<file path="config.mk">
export PLATFORM = sky130hd
export DESIGN_NAME = seg_capture
export DESIGN_NICKNAME = d
export VERILOG_FILES = /design/src/rtl/seg_capture_pkg.sv /design/src/rtl/seg_capture_seg_to_bcd.sv /design/src/rtl/seg_capture.sv
export SDC_FILE = /design/constraint.sdc
export NUM_CORES = 1
export LEC_CHECK = 0
export BUFFER_PORTS_ARGS = -buffer_cell sky130_fd_sc_hd__buf_2
export CAP_MARGIN = 20
export CORE_AREA = 2 2 85 87
export CTS_CLUSTER_SIZE = 10
export DETAILED_ROUTE_END_ITERATION = 8
export DIE_AREA = 0 0 87 89
export HOLD_SLACK_MARGIN = 0.15
export PLACE_DENSITY = 0.81
export SLEW_MARGIN = 20
export SYNTH_ARGS = -nofsm -noshare
export SYNTH_HDL_FRONTEND = slang
export SYNTH_SLANG_ARGS = --single-unit
</file>
<file path="constraint.sdc">
create_clock -name clk -period 3.8 [get_ports clk]
set_clock_uncertainty 0.15 [all_clocks]
set_input_delay 0.76 -clock clk [delete_from_list [all_inputs] [get_ports clk]]
set_output_delay 0.76 -clock clk [all_outputs]
set_load 0.01 [all_outputs]
</file>
<file path="src/rtl/seg_capture_pkg.sv">
// Shared display constants: segment patterns, digit codes, capture FSM states.
// Segment bit0 is 'a' through bit6 'g', active high.
package seg_capture_pkg;

    typedef enum logic {
        COLLECT,
        PRESENT
    } state_e;

    localparam logic [3:0] BLANK = 4'hF;
    localparam logic [3:0] ERR   = 4'hE;

    localparam logic [6:0] SEG_0     = 7'h3F;
    localparam logic [6:0] SEG_1     = 7'h06;
    localparam logic [6:0] SEG_2     = 7'h5B;
    localparam logic [6:0] SEG_3     = 7'h4F;
    localparam logic [6:0] SEG_4     = 7'h66;
    localparam logic [6:0] SEG_5     = 7'h6D;
    localparam logic [6:0] SEG_6     = 7'h7D;
    localparam logic [6:0] SEG_7     = 7'h07;
    localparam logic [6:0] SEG_8     = 7'h7F;
    localparam logic [6:0] SEG_9     = 7'h6F;
    localparam logic [6:0] SEG_BLANK = 7'h00;

endpackage

</file>
<file path="src/rtl/seg_capture_seg_to_bcd.sv">
// Combinational seven-segment pattern to digit-code lookup.
// Unknown patterns yield ERR with err raised.
module seg_to_bcd
    import seg_capture_pkg::*;
(
    input  logic [6:0] seg,
    output logic [3:0] code,
    output logic       err
);

    always_comb begin
        code = ERR;
        err  = 1'b0;
        unique case (1'b1)
            (seg == SEG_0):     code = 4'h0;
            (seg == SEG_1):     code = 4'h1;
            (seg == SEG_2):     code = 4'h2;
            (seg == SEG_3):     code = 4'h3;
            (seg == SEG_4):     code = 4'h4;
            (seg == SEG_5):     code = 4'h5;
            (seg == SEG_6):     code = 4'h6;
            (seg == SEG_7):     code = 4'h7;
            (seg == SEG_8):     code = 4'h8;
            (seg == SEG_9):     code = 4'h9;
            (seg == SEG_BLANK): code = BLANK;
            default: begin
                code = ERR;
                err  = 1'b1;
            end
        endcase
    end

endmodule

</file>
<file path="src/rtl/seg_capture.sv">
// Captures a multiplexed seven-segment display into a frame of digit codes
// and presents it to a consumer with a valid/ready handshake.
module seg_capture #(
    parameter int NDIG       = 4,
    parameter int STABLE_CYC = 4
) (
    input  logic              clk,
    input  logic              rst,
    input  logic [6:0]        seg_in,
    input  logic [NDIG-1:0]   dig_sel,
    input  logic              frame_ready,
    output logic [4*NDIG-1:0] frame_bcd,
    output logic              frame_valid,
    output logic              code_err,
    output logic              overrun
);
    import seg_capture_pkg::*;

    localparam logic [7:0] ACC_CNT = 8'(STABLE_CYC - 2);
    localparam logic [7:0] SAT_CNT = 8'(STABLE_CYC);

    logic [6:0]      seg_q1, seg_q2, seg_prev;
    logic [NDIG-1:0] dig_q1, dig_q2, dig_prev;
    logic [7:0]      cnt;
    logic            same, onehot, accept;
    logic [3:0]      dec_code;
    logic            dec_err;
    logic [NDIG-1:0] acc_mask;

    logic [3:0]      slot_code [NDIG];
    logic [NDIG-1:0] slot_err, flags;
    logic [3:0]      nxt_code [NDIG];
    logic [NDIG-1:0] nxt_err, nxt_flag;
    logic [4*NDIG-1:0] frame_nxt;
    logic            all_next, hit_set;
    state_e          state;

    seg_to_bcd u_dec (
        .seg  (seg_q2),
        .code (dec_code),
        .err  (dec_err)
    );

    always_ff @(posedge clk or posedge rst) begin
        if (rst) begin
            seg_q1   <= '0;
            seg_q2   <= '0;
            seg_prev <= '0;
            dig_q1   <= '0;
            dig_q2   <= '0;
            dig_prev <= '0;
        end else begin
            seg_q1   <= seg_in;
            seg_q2   <= seg_q1;
            seg_prev <= seg_q2;
            dig_q1   <= dig_sel;
            dig_q2   <= dig_q1;
            dig_prev <= dig_q2;
        end
    end

    assign same   = (seg_q2 == seg_prev) && (dig_q2 == dig_prev);
    assign onehot = $onehot(dig_q2);
    // Fires once per stable run: the count passes ACC_CNT exactly once.
    assign accept = same && onehot && (cnt == ACC_CNT);
    assign acc_mask = accept ? dig_q2 : '0;

    always_ff @(posedge clk or posedge rst) begin
        if (rst) begin
            cnt <= '0;
        end else if (!same || !onehot) begin
            cnt <= '0;
        end else if (cnt < SAT_CNT) begin
            cnt <= cnt + 8'd1;
        end
    end

    always_comb begin
        frame_nxt = '0;
        for (int i = 0; i < NDIG; i++) begin
            nxt_code[i] = acc_mask[i] ? dec_code : slot_code[i];
            nxt_err[i]  = acc_mask[i] ? dec_err : slot_err[i];
            frame_nxt[4*i +: 4] = nxt_code[i];
        end
        nxt_flag = flags | acc_mask;
    end

    assign all_next = &nxt_flag;
    assign hit_set  = |(acc_mask & flags);

    always_ff @(posedge clk or posedge rst) begin
        if (rst) begin
            for (int i = 0; i < NDIG; i++) begin
                slot_code[i] <= BLANK;
            end
            slot_err    <= '0;
            flags       <= '0;
            state       <= COLLECT;
            frame_valid <= 1'b0;
            frame_bcd   <= {NDIG{BLANK}};
            code_err    <= 1'b0;
            overrun     <= 1'b0;
        end else begin
            slot_code <= nxt_code;
            slot_err  <= nxt_err;
            unique case (state)
                COLLECT: begin
                    if (all_next) begin
                        frame_bcd   <= frame_nxt;
                        code_err    <= |nxt_err;
                        flags       <= '0;
                        frame_valid <= 1'b1;
                        state       <= PRESENT;
                    end else begin
                        flags <= nxt_flag;
                    end
                end
                PRESENT: begin
                    if (hit_set) begin
                        overrun <= 1'b1;
                    end
                    // A completed set at handshake time goes straight out.
                    if (frame_ready && all_next) begin
                        frame_bcd <= frame_nxt;
                        code_err  <= |nxt_err;
                        flags     <= '0;
                    end else if (frame_ready) begin
                        flags       <= nxt_flag;
                        frame_valid <= 1'b0;
                        state       <= COLLECT;
                    end else begin
                        flags <= nxt_flag;
                    end
                end
                default: state <= COLLECT;
            endcase
        end
    end

endmodule

</file>
== After elaboration in Yosys (flattened, before gate mapping) ==
Cells that the tools add are included.

* Word-level logic and storage cells: 90
* Output and inout bits: 19
* Register bits after elaboration: 85
* Bits of input ports: 14

* Add/sub/neg operators: 4
* Muxes and demuxes: 30
* Equality and inequality tests: 18
* Order comparisons: 1
* Reductions and logical operators: 16
* Bitwise logic cells: 3

{| class="wikitable"
|+ Operator list
! kind !! count
|-
| equality test 7 bit (second input constant) || 7
|-
| one-hot mux 4 bit (11 select lines) || 1
|-
| two-way mux 16 bit || 2
|-
| one-hot mux 16 bit (2 select lines) || 1
|-
| two-way mux 4 bit || 7
|-
| two-way mux 8 bit || 2
|-
| equality test 7 x 3 -> 1 bit (second input constant) || 2
|-
| two-way mux 1 bit || 13
|-
| OR reduction 11 bit || 1
|-
| adder 8 x 1 -> 8 bit (second input constant) || 1
|-
| equality test 8 x 2 -> 1 bit (second input constant) || 1
|-
| < comparator 8 x 3 -> 1 bit (second input constant) || 1
|-
| one-hot mux 4 bit (2 select lines) || 1
|-
| OR reduction 4 bit || 2
|-
| equality test 7 x 6 -> 1 bit (second input constant) || 1
|-
| equality test 7 bit || 1
|-
| logical NOT 7 bit || 1
|-
| != test 2 bit (second input constant) || 3
|-
| one-hot mux 1 bit (2 select lines) || 3
|-
| adder 1 x 1 -> 2 bit || 2
|-
| AND 4 bit || 1
|-
| equality test 4 bit || 1
|-
| logical AND 1 bit || 4
|-
| OR 4 bit || 1
|-
| other kinds (10) || 12
|}

== Longest topological paths before layout ==
* Word-level depth: 11
* Mapped depth: 12
* Mapped depth without buffers: 11

== Cells and area by module ==
A second synthesis with hierarchy kept.

* Cells, all modules: 248
* Area, all modules: 3449.6 µm²

{| class="wikitable"
|+ Modules (own cells, without submodules)
! module !! sequential area each (µm²) !! times used !! area each (µm²) !! cells each
|-
| seg_capture || 2167.1 || 1 || 3179.3 || 210
|-
| seg_to_bcd || 0.0 || 1 || 270.3 || 38
|}

== Least setup slack after synthesis ==
OpenSTA, ideal clock, no wires.

* Path type: register to register
* Start point: reg dig_q2[0]
* End point: reg frame_bcd[10]
* Library setup time: 82 ps
* Setup slack: 230 ps
* Cell stages (with the launch flop): 13
* Period minus slack after synthesis: 3570 ps
* Path buffers: 1
* Arrival time: 3338 ps
* Required time: 3568 ps
* Path through: dfrtp_1 inv_1 fa_1 inv_1 ha_1 ha_1 nor3b_1 nand4_1 or4_4 a22oi_2 and3_4 buf_12 mux2_4

* Cells in the longest elaborated chain, start to end: 11
* Elaborated cells on any way between the ends: 18
* Classes of those cells: add/sub (2); eq/ne (4); mux (5); bitwise (1); reduce/logical (6)

{| class="wikitable"
|+ RTL lines
! element !! RTL line !! text
|-
| from (decl) || seg_capture.sv:23 || <nowiki>logic [NDIG-1:0] dig_q1, dig_q2, dig_prev;</nowiki>
|-
| from (signal assigned) || seg_capture.sv:57 || <nowiki>dig_q2 <= dig_q1;</nowiki>
|-
| adder 1 x 1 -> 2 bit (not written as such) || seg_capture.sv:63 || <nowiki>assign onehot = $onehot(dig_q2);</nowiki>
|-
| adder 2 x 2 -> 3 bit (not written as such) || seg_capture.sv:63 ||
|-
| equality test 3 x 1 -> 1 bit || seg_capture.sv:63 ||
|-
| logical AND 1 bit (2 in series) || seg_capture.sv:65 || <nowiki>assign accept = same && onehot && (cnt == ACC_CNT);</nowiki>
|-
| two-way mux 4 bit * || seg_capture.sv:66 || <nowiki>assign acc_mask = accept ? dig_q2 : '0;</nowiki>
|-
| OR 4 bit || seg_capture.sv:85 || <nowiki>nxt_flag = flags | acc_mask;</nowiki>
|-
| AND reduction 4 bit || seg_capture.sv:88 || <nowiki>assign all_next = &nxt_flag;</nowiki>
|-
| logical AND 1 bit || seg_capture.sv:123 || <nowiki>if (frame_ready && all_next) begin</nowiki>
|-
| != test 2 x 1 -> 1 bit (no source line) || -- ||
|-
| AND reduction 2 bit (no source line) || -- ||
|-
| to (signal assigned) || seg_capture.sv:100 || <nowiki>frame_bcd <= {NDIG{BLANK}};</nowiki>
|-
| to (signal assigned) || seg_capture.sv:109 || <nowiki>frame_bcd <= frame_nxt;</nowiki>
|-
| to (signal assigned) || seg_capture.sv:124 || <nowiki>frame_bcd <= frame_nxt;</nowiki>
|-
| to (decl) || seg_capture.sv:12 || <nowiki>output logic [4*NDIG-1:0] frame_bcd,</nowiki>
|}

Mark *: on every way between the ends. The rest lies on a longest branch, timed or not. The select of a mux whose other input is x is not followed.
A chain may end at the register's enable or synchronous reset.

== Worst setup path after layout ==
* Start point: reg dig_q2[1]
* End point: reg frame_bcd[5]

Same word-level chain as after synthesis.

==> results_dict.tcl <==
set metrics [dict create \
    swShare_pct 22.26 \
    synth_cell_types 47 \
    r2r_slack_ns 0.12 \
    clkPwrFrac_pct 38.9 \
    synth_edf_count 0 \
    fmax_ghz 0.2721 \
    grt-ovfl-total 0 \
    htreeDepth 3 \
    nFillCells 523 \
    fin_crit_ns 3.675 \
    slew_violations 0 \
    die_w_microns 87 \
    leakagePower_nw 1.826 \
    drv_cap 0 \
    path_buf_inv 3 \
    clk_path_buf_depth 2 \
    hold_path_class "register to register" \
    cts_buffers 9 \
    root_buffer "clkbuf_8" \
    synth_nets 269 \
    slew_headroom_pct 51.58 \
    drtAntennaViolNets 0 \
    critPathTopFamily "simple AND/OR/NAND/NOR gates" \
    combPwrFrac_pct 4.6 \
    clock-sinks 85 \
    routed_wl_mm 6.229 \
    grt_pass1_vias 2093 \
    cp-end-kind "register" \
    wl_per_cell_microns 16.26 \
    diodes 0 \
    finalHoldViolCount 0 \
    postLayoutCellArea_sq_um 4048 \
    fin_crit_sh_pct 96.71 \
    syn_area_sq_um 3501 \
    ys_seq_elements 85 \
    dieHeight_microns 89 \
    setup_viol 0 \
    drt_iter0_drc 159 \
    clock_latency_ns 0.35 \
    rows 30 \
    p_switching_w 0.0003715 \
    worst_path_largest_cell_delay_ns 0.63 \
    grtUsageTotal_pct 18.19 \
    drc 0 \
    critPathSlowestCell "or4_4" \
    die_area_sq_um 7743 \
    core_sq_um 6719 \
    vias 2117 \
    numPortBuffers 32 \
    p_int_w 0.001298 \
    vias_per_cell 5.527 \
    grt_pass1_wl_mm 10.49 \
    hold_buffers 0 \
    grt_antenna_before_repair 0 \
    crit_chain "inv_1 -> fa_1 -> inv_1 -> ha_1 -> ha_1 -> nor3b_2 -> nand4_1 -> or4_4 -> a22oi_4 -> and3_4 -> buf_12 -> mux2_4" \
    syn_inst 250 \
    worstMarginPinSlew_ns 0.7254 \
    clk_pin_slew_ns 0.08 \
    powerDensity_nw_per_um2 412.4 \
    cp_max_fo 11 \
    startpoint_type "register" \
    critical_path_class "register to register" \
    critPathArrivalTime_ns 3.80 \
    firstDrtPassIters 5 \
    ys.flop_type "dfrtp_1" \
    ys_async_sr_fraction_pct 100.0 \
    hpwl_mm 4.332 \
    worstPathRequired_ns 3.93 \
    num_io_pins 33 \
    status "finished clean" \
    drive_above_1_share_pct 45.87 \
    ys_warn_count 0 \
    final_nets 317 \
    seqPwrFrac_pct 56.5 \
    ir_drop_mv 0.2911 \
    placed_cell_area_sq_um 3784 \
    grt_max_degree 48 \
    area_growth_pct 15.62 \
    fin_hold_ws_ns 0.1997 \
    syn_avg_cell_area_sq_um 14.00 \
    gp_congestion 0.8526 \
    ys_seq_area_share_pct 61.90 \
    start_util_pct 52.10 \
    cts_tree "built" \
]
[flip-flops by register name, indices dropped and copies added (netlist names), 7 cells and up]
name,cells
cnt,8
frame_bcd,16
seg_prev,7
seg_q1,7
seg_q2,7
slot_code,16
[logic make-up after synthesis]
group / count (synthesis) / share of synthesized area, %
muxes: 33 / 12.22
adders and majority gates: 5 / 2.002
AOI/OAI and AO/OA: 33 / 6.719
xor gates and xnor gates: 12 / 3.002
buffers and inverters: 21 / 3.109
and+or+nand+nor: 61 / 11.04
DFF: 85 / 61.90
[area by class of cell]
class,count,area [sq um],share of cell area (%)
well taps,80,100.1,2.473
clock inverters,6,57.56,1.422
repair buffers,46,290.3,7.172
inverters,12,46.29,1.144
multi-input cells,144,1237,30.57
clock buffers,10,148.9,3.679
flip-flops and latches,85,2167,53.54
[layer usage]
metal  routed length (microns)  track usage, %  vias up
li1                          -               -      986
met1                      2766           25.25     1062
met4                       113           7.670        0
met5                         0               0        -
met2                      3040           26.72       58
met3                       308           5.725       11
[cells in the final DEF (no fill, tap or decap), drive strengths merged, types with 2 or more instances in the layout]
master / n
xnor2: 12
inv: 13
nand4: 10
buf: 46
nor3: 3
o221ai: 2
nand3: 5
o21ai: 7
dfrtp: 53
a31oi: 2
and3: 2
clkinv: 4
nand2: 13
and2: 7
a22oi: 3
clkbuf: 10
nor3b: 2
o22ai: 3
mux2: 33
ha: 4
a21oi: 9
or4: 5
nand2b: 5
nor4: 2
dfstp: 32
[Yosys cell counts, types with 3 or more instances]
library cell | number | area share [%]
dfstp_2 | 32 | 24
mux2_2 | 18 | 5.8
dfrtp_1 | 53 | 38
nand4_1 | 10 | 1.8
nand2_1 | 13 | 1.4
o22ai_1 | 3 | 0.54
nand2b_1 | 5 | 0.89
inv_1 | 12 | 1.3
clkbuf_1 | 5 | 0.54
xnor2_1 | 12 | 3.0
ha_1 | 4 | 1.4
mux2_4 | 15 | 6.4
nand3_1 | 5 | 0.71
o21ai_0 | 7 | 1.0
a21oi_1 | 9 | 1.3
nor3_1 | 3 | 0.43
or4_1 | 3 | 0.64
and2_1 | 7 | 1.3
[worst paths after layout]
check,startpoint,end,cells after the start
worst max-delay path,dig_q2[1],frame_bcd[5],12
worst min-delay path,seg_q1[5],seg_q2[5],0
worst max register to register,dig_q2[1],frame_bcd[5],12
worst min register to register,seg_q1[5],seg_q2[5],0
max in group asynchronous,rst,slot_code[6],3
min in group asynchronous,rst,seg_q2[2],2
[power groups by stage]
stage | Combinational [W] | Sequential (W) | Clock [W]
floorplan | 0.0000556 | 0.000949 | 0
global placement | 0.0000690 | 0.000958 | 0
detailed placement | 0.0000716 | 0.000959 | 0
CTS | 0.0000719 | 0.000943 | 0.000669
global route | 0.0000891 | 0.000946 | 0.000722
finish | 0.0000768 | 0.000943 | 0.000650
[what timing repair did]
item / 4_1_cts / 5_1_grt
buffers inserted: 0 / 6
endpoints found under the setup margin: 3 / 17
gates resized for setup: 1 / 2
pin swaps: 0 / 6
[through the flow]
| stage | setup WS [ns] | instances | total power (W) | setup TNS [ns] | utilization (%) |
|---|---|---|---|---|---|
| floorplan | 0.2299 | 250 | 0.001005 | 0 | - |
| global placement | 0.1227 | 361 | 0.001027 | 0 | 56.31 |
| detailed placement | 0.02987 | 361 | 0.001031 | 0 | 56.31 |
| CTS | 0.008084 | 377 | 0.001683 | 0 | 59.44 |
| global route | -0.01406 | 383 | 0.001757 | -0.04286 | 60.24 |
| finish | 0.1249 | 383 | 0.001669 | 0 | 60.24 |
(Power assumes the default switching activity.)
